**src/rtl/ring_port.sv**
```systemverilog
// Ring node port: ejects packets addressed to this node, forwards others, and
// injects local traffic into free ring slots, bouncing it back when the slot is busy.
module ring_port #(
    parameter int N    = 2,
    parameter int D_W  = 32,
    parameter int A_W  = $clog2(N) + 1,
    parameter int posx = 2
) (
    input  logic                   clk,
    input  logic                   rst,
    input  logic                   ce,
    input  logic [A_W+D_W+1:0]     ring_in,
    output logic [A_W+D_W+1:0]     ring_out,
    input  logic [A_W+D_W+1:0]     i,
    output logic [A_W+D_W+1:0]     o,
    output logic [15:0]            eject_cnt,
    output logic [15:0]            bounce_cnt,
    output logic [15:0]            pass_cnt,
    output logic                   err
);

    localparam int W  = A_W + D_W + 2;
    localparam int VB = W - 1;
    localparam int DB = W - 2;
    localparam logic [A_W-1:0] POS   = A_W'(posx);
    localparam logic [A_W:0]   N_LIM = (A_W + 1)'(N);

    logic           ring_v, inj_v;
    logic [A_W-1:0] ring_a, inj_a;
    logic           hit, pass, inj_self;
    logic [W-1:0]   ring_out_n, o_n;
    logic           eject_inc, bounce_inc, pass_inc, err_set;

    assign ring_v = ring_in[VB];
    assign inj_v  = i[VB];
    assign ring_a = ring_in[A_W+D_W-1:D_W];
    assign inj_a  = i[A_W+D_W-1:D_W];

    always_comb begin
        ring_out_n = '0;
        o_n        = '0;
        eject_inc  = 1'b0;
        bounce_inc = 1'b0;
        pass_inc   = 1'b0;

        hit      = ring_v && (ring_a == POS);
        pass     = ring_v && (ring_a != POS);
        inj_self = inj_v && (inj_a == POS);

        if (pass) begin
            ring_out_n = ring_in;
            pass_inc   = 1'b1;
        end else if (inj_v && !inj_self) begin
            ring_out_n     = i;
            ring_out_n[DB] = 1'b0;
        end

        // o priority: ring eject, then local delivery, then bounce of a blocked
        // injection. A self-addressed injection losing o to a ring hit is left
        // for the client to retry.
        if (hit) begin
            o_n       = ring_in;
            o_n[DB]   = 1'b0;
            eject_inc = 1'b1;
        end else if (inj_self) begin
            o_n       = i;
            o_n[DB]   = 1'b0;
            eject_inc = 1'b1;
        end else if (inj_v && pass) begin
            o_n        = i;
            o_n[DB]    = 1'b1;
            bounce_inc = 1'b1;
        end

        err_set = (ring_v && ({1'b0, ring_a} >= N_LIM)) ||
                  (inj_v  && ({1'b0, inj_a}  >= N_LIM));
    end

    always_ff @(posedge clk) begin
        if (rst) begin
            ring_out   <= '0;
            o          <= '0;
            eject_cnt  <= '0;
            bounce_cnt <= '0;
            pass_cnt   <= '0;
            err        <= 1'b0;
        end else if (ce) begin
            ring_out <= ring_out_n;
            o        <= o_n;
            if (eject_inc  && eject_cnt  != '1) eject_cnt  <= eject_cnt + 16'd1;
            if (bounce_inc && bounce_cnt != '1) bounce_cnt <= bounce_cnt + 16'd1;
            if (pass_inc   && pass_cnt   != '1) pass_cnt   <= pass_cnt + 16'd1;
            if (err_set) err <= 1'b1;
        end
    end

endmodule

```
**config.mk**
```make
export PLATFORM = sky130hd
export DESIGN_NAME = ring_port
export DESIGN_NICKNAME = d
export VERILOG_FILES = /design/src/rtl/ring_port.sv
export SDC_FILE = /design/constraint.sdc
export NUM_CORES = 1
export LEC_CHECK = 0
export ABC_CLOCK_PERIOD_IN_PS = 2029
export CAP_MARGIN = 30
export CORE_MARGIN = 2
export CORE_UTILIZATION = 46
export DETAILED_ROUTE_END_ITERATION = 16
export GPL_ROUTABILITY_DRIVEN = 1
export GPL_TIMING_DRIVEN = 0
export PLACE_DENSITY = 0.81
export SKIP_LAST_GASP = 1
export SLEW_MARGIN = 5
export SYNTH_ARGS = -nofsm -noshare
export SYNTH_HDL_FRONTEND = slang
export SYNTH_SLANG_ARGS = --single-unit
export TNS_END_PERCENT = 5
```
**constraint.sdc**
```tcl
create_clock -name clk -period 2.03 [get_ports clk]
set_input_delay 0.406 -clock clk [delete_from_list [all_inputs] [get_ports clk]]
set_output_delay 0.406 -clock clk [all_outputs]
set_load 0.05 [all_outputs]
```
Word level (Yosys, flattened, before mapping) --
Cells that the tools add are included.
Word-level totals: bits in read-only memories 0, output and inout bits 121, register bits 121, bits in latches 0, memories 0, memory bits (writable) 0, logic and storage cells 44, input bits 75
Operators by class: reduce and logical (&&, ||, !) cells 16, equality and inequality tests 6, divide/modulo/power cells 0, $add $sub $neg 3, bitwise operators 0, multiplexer cells 11, multiply operators 0, magnitude comparators 2, shift operators 0
Operators with widths (count):
- $mux W36 | 5
- $add A16 B1 Y16 const B | 3
- $ne A16 B16 Y1 const B | 3
- $logic_and A1 B1 Y1 | 10
- $reduce_and A2 Y1 | 4
- $mux W1 | 6
- $eq A2 B2 Y1 const B | 2
- $ge A2 B2 Y1 const B | 2
- $ne A2 B2 Y1 const B | 1
- $logic_not A1 Y1 | 1
- $logic_or A1 B1 Y1 | 1

Longest topological paths before layout --
Gate-level depths: netlist (run 1).
word-level depth 8, depth in mapped cells 7, mapped depth without buffers 5

Least setup slack after synthesis (run 1) --
OpenSTA, ideal clock, no wires.
kind reg2reg, start reg bounce_cnt[0], end reg bounce_cnt[12], arrival time 2.143 ns, required time 1.909 ns, cell stages (with the launch flop) 7, path slack -0.234 ns, setup time 0.121 ns, clock period less this slack 2.264 ns, buffers on the path 1, path through dfxtp_1 ha_1 nand3_1 or2_2 clkbuf_1 nor4_1 mux2_2
On the way: longest elaborated chain between the ends 3, elaborated cells between the ends (all ways) 4, classes of those cells add/sub: 1; eq/ne: 1; reduce/logical: 2
Ends and longest elaborated chain:
- start: declaration | RTL line 17 | output logic [15:0] bounce_cnt,
- start signal: assignment | RTL line 91 | if (bounce_inc && bounce_cnt != '1) bounce_cnt <= bounce_cnt + 16'd1;
- branches (longest 3 deep; another with $add A16 B1 Y16)
Parallel ways; which one is timed is not known. A chain may end at the register's enable or synchronous reset.

Final worst setup path (run 1) --
start reg pass_cnt[2], end out pass_cnt[2]
RTL lines:
- start: declaration | RTL line 18 | output logic [15:0] pass_cnt,
- start signal: assignment | RTL line 92 | if (pass_inc && pass_cnt != '1) pass_cnt <= pass_cnt + 16'd1;
No word-level cell between the ends.

==> summary.txt, run 1 <==
STA
  – Skew final: 0.007681 ns
  – WHS: 0.4089 ns
  – Fmax achieved: 0.4684 GHz
  – Min cycle time layout: 2.135 ns
  – RSZ-0062 raised after global routing: yes
  – Slew Limit Fails: 0
  – Fin. Hold Viols: 0
  – PnR worst setup slack: -0.1047 ns
  – Setup Viol. Count Final: 33
  – Period utilization: 1.052
  – Max-slew headroom: 0.5512
  – Tightest Pin Transition: 0.6680 ns

Power
  – Final total power: 7286 uW
  – Psw: 1867 uW
  – Clk pwr share: 0.489
  – Switching part of the total: 0.2563
  – Pwr/cell area: 840.7 mW/mm2
  – Flop pwr share: 0.349
  – Comb power frac: 0.162
  – VDD IR max: 0.4988 mV
  – Internal power: 5419 uW
  – Pleak: 0.002976 uW

Worst setup path
  – CP startpoint kind: flip-flop
  – Worst path cell trace: clkdlybuf4s50_1
  – Crit end category: primary output
  – Slowest CP cell: clkdlybuf4s50_1
  – Crit. Startpoint: pass_cnt[2]
  – Delay-heaviest family, CP: buffers and inverters
  – Buf/Inv on CP: 1
  – Largest stage delay, worst path: 0.88 ns
  – Crit Path Max Fanout: 7
  – Setup Crit Path Kind: flip-flop to primary output
  – Worst r2r src: pass_cnt[0]
  – Worst EP required: 1.62 ns
  – Worst Path Arrival: 1.73 ns

Global routing
  – Largest net degree at the start of global routing: 17
  – Peak-usage layer in the global routing report: met2
  – M2 GR Usage: 0.4897
  – Global-route wire length before repair: 31,670 um
  – GRT met1 Usage: 0.3744
  – Antenna violations before repair: 1
  – GR Util met3: 0.06695
  – Total GRT Usage: 0.2987
  – Vias in the first global route: 6,288
  – Grt total ovfl: 0

Run status
  – Status: finished, violations left
  – Violations in the final reports: setup timing

Clock network
  – CTS tree: yes
  – CTS clk-pin slew, worst paths: 0.05 ns
  – Clk_lat worst skew: 0.41 ns
  – H-tree depth: 4
  – Hold-fix buffers, CTS: 0
  – Clk buf depth: 2
  – Clk root buf: clkbuf_16
  – # Post-CTS Setup Buffers: 0
  – CTS Buf Count: 17
  – Sink Count: 121

Detailed routing
  – Final WL: 20,390 um
  – Average vias per placed instance: 6.178
  – Antenna Nets Post-Route: 0
  – Iter 0 DRT Violations: 650
  – DRC viols: 0
  – First-pass iteration count of the detailed router: 6
  – Wirelength per Cell: 19.47 um
  – Total number of vias: 6,468

Cells and area
  – Share of post-route cells with drive strength above 1: 0.1128
  – Finished Layout Cells: 1,047
  – Synth-to-Final Area Change: 51.68%
  – Nets@finish: 945
  – Design area: 0.008667 mm2

Placed design
  – HPWL Detailed: 14,550 um
  – Inst Count DP: 1,016
  – Cell Area, Placed: 0.007851 mm2
  – GP Congestion: 0.9290
  – I/O Buffers: 191
  – Setup WS pre-CTS: -0.6097 ns

Synth
  – Synth Instances: 657
  – Number of synthesized flops with an enable pin: 0
  – Synth Flop Type: dfxtp_1
  – Synthesized area: 0.005714 mm2
  – Syn avg cell area: 8.697 um2
  – Asr flop ratio synth: 0
  – Syn nets: 735
  – FF+latch count, synth: 121
  – Post-synthesis sequential area ratio: 0.4239
  – Post-synth cell types: 49
  – Yosys warning count: 0

Floorplan
  – Cell Rows: 40
  – I/O pin count: 196
  – Core ar.: 0.01206 mm2
  – Die area: 0.01333 mm2
  – Starting Density: 0.4738
  – Die Y: 115.5 um
  – Die X: 115.5 um

Hold path
  – Hold_sp: ring_in[35]
  – Type of the worst min-delay path: input port to flip-flop

Job
  – Maxcap violations: 0
## final cells by class
cell class / count / area (um2)
tap: 168 / 210.2
fill: 903 / 3395
multi-input combinational: 465 / 3103
clock inverter: 8 / 215.2
antenna: 1 / 2.502
buffer: 61 / 269.0
sequential: 121 / 2437
inverter: 10 / 37.54
clock buffer: 22 / 474.2
timing repair buffer: 191 / 1918
## cells in the final DEF (no fill, tap or decap), drive strengths merged, types with 8 or more instances in the layout
master         instances
nor4                  13
nand4                 17
o21ai                 12
nand2                 13
buf                   11
o31ai                 15
dfxtp                121
or4                   17
a21oi                 34
mux2                  14
a211oi                71
nor2                  90
inv                   10
nor2b                 17
clkbuf                72
a22oi                 32
or3                    8
clkdlybuf4s50        187
a32oi                 32
nand3                 19
## cell families after synthesis
| kind of cell | synth area share |
|---|---|
| adder cells (fa/ha/maj) | 0.006570 |
| AO/OA/AOI/OAI | 0.2728 |
| multiplexers | 0.02934 |
| buffers and inverters | 0.05080 |
| flip-flops | 0.4239 |
| AND/OR/NAND/NOR | 0.2166 |
## Yosys cell counts, types with 2 or more instances
cell      number  area share
or2_2          3      0.0033
or4_1         17       0.022
clkbuf_1      49       0.032
and3_1         5      0.0055
a22oi_1       32       0.042
buf_2          9      0.0079
nand2_1       13      0.0085
or3_1          8      0.0088
nor3_1         5      0.0044
a311oi_1       2      0.0031
o211a_1        2      0.0035
mux2_2        14       0.028
ha_1           3      0.0066
o21ai_0       11      0.0096
nand2b_1       7      0.0077
inv_1         10      0.0066
dfxtp_1      121        0.42
a21oi_1       34       0.030
nor2b_1       16       0.018
and3b_1        2      0.0031
o31ai_1       15       0.020
a31oi_1        5      0.0055
nand4_1       16       0.018
nor4b_1        3      0.0046
nor2_1        90       0.059
o41ai_1        4      0.0061
and4_1         7       0.011
a32oi_1       32       0.049
nand3_1       19       0.017
a211oi_1      71       0.093
o211ai_1       3      0.0039
nor4_1        12       0.013
## registers in the layout, summed over array words and instances, names as in the netlist
register    flops
o              36
pass_cnt       16
bounce_cnt     16
ring_out       36
eject_cnt      16
err             1
## power by group through the flow
| stage | Combinational, uW | Clock, uW | Sequential [uW] |
|---|---|---|---|
| finish | 1180 | 3560 | 2540 |
| global route | 1240 | 3680 | 2550 |
| CTS | 1160 | 3560 | 2540 |
| detailed placement | 1150 | 0 | 2590 |
| global placement | 1130 | 0 | 2580 |
| floorplan | 330 | 0 | 2920 |
## stage by stage
stage               TNS, ns    util
floorplan           -0.1696       -
global route         -4.761  0.7186
global placement     -46.43  0.6509
CTS                  -3.619  0.7096
detailed placement   -51.62  0.6509
finish               -1.273  0.7186
## final timing paths
path | endpoint | slack [ns] | cells after the start
max reg2reg | pass_cnt[9] | 0.01 | 6
min | ring_out[32] | 0.41 | 3
min reg2reg | ring_out[34] | 0.47 | 2
max | pass_cnt[2] | -0.10 | 1
## routing by layer
metal  vias up  share of wire
met5         -              0
met4         0          0.040
met3        73          0.071
met2       354           0.48
met1      3077           0.41
li1       2964              -
## repair_timing
| item | 4_1_cts | 5_1_grt |
|---|---|---|
| endpoints found under the setup margin | 111 | 139 |
| resized for setup | 7 | 36 |
| endpoints found under the hold margin | 0 | 0 |
| cloned | 0 | 0 |
| pin swaps | 0 | 1 |
Note: power is estimated with default switching activity, not from simulation.
==> inputs of run 2 (changes only) <==
--- a/config.mk
+++ b/config.mk
@@ -7,7 +7,7 @@
 export LEC_CHECK = 0
 export ABC_CLOCK_PERIOD_IN_PS = 2029
 export CAP_MARGIN = 30
-export CORE_MARGIN = 2
+export CORE_MARGIN = 10
 export CORE_UTILIZATION = 46
 export DETAILED_ROUTE_END_ITERATION = 16
 export GPL_ROUTABILITY_DRIVEN = 1
==> run 2 against run 1 <==
  * Highest routed layer is now met5
  * Global-route usage decreased by 5.7 points
  * Design area decreased by 1.0%
  * First-iteration DRC count increased by 14%
  * The run still ends with setup timing left
  * Hold slack got worse by 0.024 ns
  * Maximum frequency decreased by 1.5%
==> summary.txt, run 2 (same netlist as run 1, synthesis figures left out) <==
Placed design
  – Setup WS pre-CTS: -0.6193 ns (-0.009654 ns)
  – I/O Buffers: 191 (unchanged)
  – Inst Count DP: 1,016 (unchanged)
  – HPWL Detailed: 16,280 um (+12%)
  – GP Congestion: 0.8975 (-3.4%)
  – Cell Area, Placed: 0.007851 mm2 (unchanged)

Power
  – Psw: 1928 uW (+3.2%)
  – Flop pwr share: 0.372 (+0.023)
  – Comb power frac: 0.175 (+0.013)
  – Pleak: 0.002936 uW (-1.3%)
  – VDD IR max: 0.5781 mV (+16%)
  – Switching part of the total: 0.2827 (+0.02638)
  – Clk pwr share: 0.453 (-0.036)
  – Internal power: 4892 uW (-9.7%)
  – Final total power: 6819 uW (-6.4%)
  – Pwr/cell area: 794.9 mW/mm2 (-5.4%)

Worst setup path
  – CP startpoint kind: flip-flop
  – Worst r2r src: bounce_cnt[0]
  – Worst Setup EP: pass_cnt[11]
  – Delay-heaviest family, CP: buffers and inverters
  – Worst path depth: 1 (unchanged)
  – Worst Path Arrival: 1.76 ns (+0.03 ns)
  – Setup Crit Path Kind: flip-flop to primary output
  – Worst EP required: 1.62 ns (about the same)
  – Crit Path Max Fanout: 8 (+1)
  – Slowest CP cell: clkdlybuf4s50_1
  – Largest stage delay, worst path: 0.87 ns (about the same)
  – Worst path cell trace: clkdlybuf4s50_1
  – R2R depth: 6 (unchanged)
  – Crit. Startpoint: pass_cnt[11]
  – Crit end category: primary output
  – Buf/Inv on CP: 1 (unchanged)
  – R2R Setup Slk: -0.07 ns (-0.08 ns)
  – Capturing point of the worst reg2reg path: bounce_cnt[10]

Cells and area
  – Top flop regs: o: 36 flops, ring_out: 36 flops
  – Design area: 0.008578 mm2 (-1.0%)
  – Nets@finish: 949 (+0.42%)
  – Finished Layout Cells: 1,056 (+0.86%)
  – # fillers: 938 (+3.9%)
  – Synth-to-Final Area Change: 50.12%
  – Most frequent cells in the layout: 186 x clkdlybuf4s50_1, 109 x dfxtp_1, 89 x nor2_1
  – Commonest non-fill, non-tap cell in the layout: clkdlybuf4s50_1
  – Share of post-route cells with drive strength above 1: 0.1109 (-0.001897)

Run status
  – Status: finished, violations left
  – Violations in the final reports: setup timing

Detailed routing
  – Antenna Nets Post-Route: 0 (unchanged)
  – Wirelength per Cell: 21.07 um (+8.2%)
  – Iter 0 DRT Violations: 738 (+14%)
  – First-pass iteration count of the detailed router: 6 (unchanged)
  – DRC viols: 0 (unchanged)
  – Final WL: 22,250 um (+9.2%)
  – Average vias per placed instance: 6.208 (+0.50%)
  – Total number of vias: 6,556 (+1.4%)

STA
  – Slew Limit Fails: 0 (unchanged)
  – Tightest Pin Transition: 0.6716 ns (+0.003595 ns)
  – Fin. Hold Viols: 0 (unchanged)
  – Min cycle time layout: 2.167 ns (+0.03210 ns)
  – RSZ-0062 raised after global routing: yes
  – Fmax achieved: 0.4615 GHz (-1.5%)
  – Max-slew headroom: 0.5522 (+0.001030)
  – Setup Viol. Count Final: 43 (+30%)
  – Skew final: 0.006594 ns (-0.001086 ns)
  – Period utilization: 1.067 (+0.01581)
  – WHS: 0.3851 ns (-0.02383 ns)
  – PnR worst setup slack: -0.1368 ns (-0.03210 ns)

Floorplan
  – Starting Density: 0.4718 (-0.001958)
  – Die X: 131.5 um (+14%)
  – Die Y: 131.5 um (+14%)
  – I/O pin count: 196 (unchanged)
  – Core ar.: 0.01211 mm2 (+0.41%)
  – Die area: 0.01728 mm2 (+30%)
  – Cell Rows: 40 (unchanged)

Global routing
  – GR Util met3: 0.07241 (+0.005463)
  – Largest net degree at the start of global routing: 17 (unchanged)
  – Peak-usage layer in the global routing report: met2
  – M2 GR Usage: 0.3932 (-0.09649)
  – Total GRT Usage: 0.2417 (-0.05698)
  – Grt total ovfl: 0 (unchanged)
  – Global-route wire length before repair: 34,220 um (+8.0%)
  – Antenna violations before repair: 5 (+4)
  – GRT met1 Usage: 0.2808 (-0.09358)
  – Vias in the first global route: 6,371 (+1.3%)

Clock network
  – CTS clk-pin slew, worst paths: 0.06 ns (about the same)
  – CTS tree: yes
  – Hold-fix buffers, CTS: 0 (unchanged)
  – Sink Count: 121 (unchanged)
  – Clk root buf: clkbuf_16
  – Clk buf depth: 2 (unchanged)
  – H-tree depth: 4 (unchanged)
  – Clk_lat worst skew: 0.42 ns (about the same)
  – CTS Buf Count: 17 (unchanged)

Job
  – Maxcap violations: 0 (unchanged)

Hold path
  – Type of the worst min-delay path: input port to flip-flop
  – Hold depth: 3 (unchanged)
==> run 2: cell count changes in the layout (fill, tap and decap cells not counted), moves of 2 or more <==
cell	delta
nor4_1	+4
clkbuf_1	+2
bufinv_16	-4
clkinv_2	+3
nor4b_1	+2
nor4b_2	-2
nor4_2	-4
diode_2	+3
clkinvlp_4	+4
buf_4	+4
clkbuf_4	+2
clkbuf_2	-5
==> run 2: layout make-up <==
class	count	area [um2]	area share
Antenna cell	4	10.01	0.001167
Buffer	60	262.8	0.03063
Clock buffer	20	456.7	0.05324
Clock inverter	12	148.9	0.01736
Inverter	10	37.54	0.004376
Multi-Input combinational cell	465	3060	0.3568
Sequential cell	121	2437	0.2841
Tap cell	168	210.2	0.02450
Timing Repair Buffer	196	1954	0.2278
==> run 2: worst reg2reg max path, stage by stage (launching register included) <==
cell and delay [ns]:
dfxtp_2 0.37, ha_1 0.19, nand3_1 0.19, or2_2 0.34, clkbuf_1 0.17, nor4_1 0.36, mux2_2 0.37
==> run 2: what timing repair did <==
item                       4_1_cts  5_1_grt
setup endpoints to repair      126      162
pin swaps                        0        3
buffers inserted                 0        5
gates resized for setup         10       21
==> run 2: layer usage <==
metal | vias up | routed length [um] | share of wire
li1 | 2994 | - | -
met1 | 3126 | 8687 | 0.39
met2 | 368 | 10670 | 0.48
met3 | 66 | 1908 | 0.086
met4 | 2 | 968 | 0.043
met5 | - | 17 | 0.00076
==> run 2: power by group through the flow <==
stage                     sequential [uW]  combinational, uW  clock (uW)
final                                2540               1190        3090
after global routing                 2550               1250        3220
after CTS                            2540               1170        3110
after detailed placement             2580               1160           0
after global placement               2580               1140           0
after floorplan                      2920                330           0
==> run 2: worst min path at each step <==
| stage | startpoint | end | slack (ns) |
|---|---|---|---|
| after floorplan | i[32] | o[32] | 0.56 |
| after global placement | ring_out[34] | ring_out[34] | 0.46 |
| after detailed placement | ring_out[34] | ring_out[34] | 0.47 |
| after CTS | ring_in[35] | ring_out[32] | 0.35 |
| after global routing | ring_in[35] | ring_out[32] | 0.41 |
| final | ring_in[35] | ring_out[32] | 0.39 |
==> run 2: stage by stage <==
stage | setup TNS [ns] | util
CTS | -2.379 | 0.6999
finish | -1.965 | 0.7083
detailed placement | -53.78 | 0.6482
global placement | -48.03 | 0.6482
floorplan | -0.1696 | -
global route | -5.053 | 0.7081
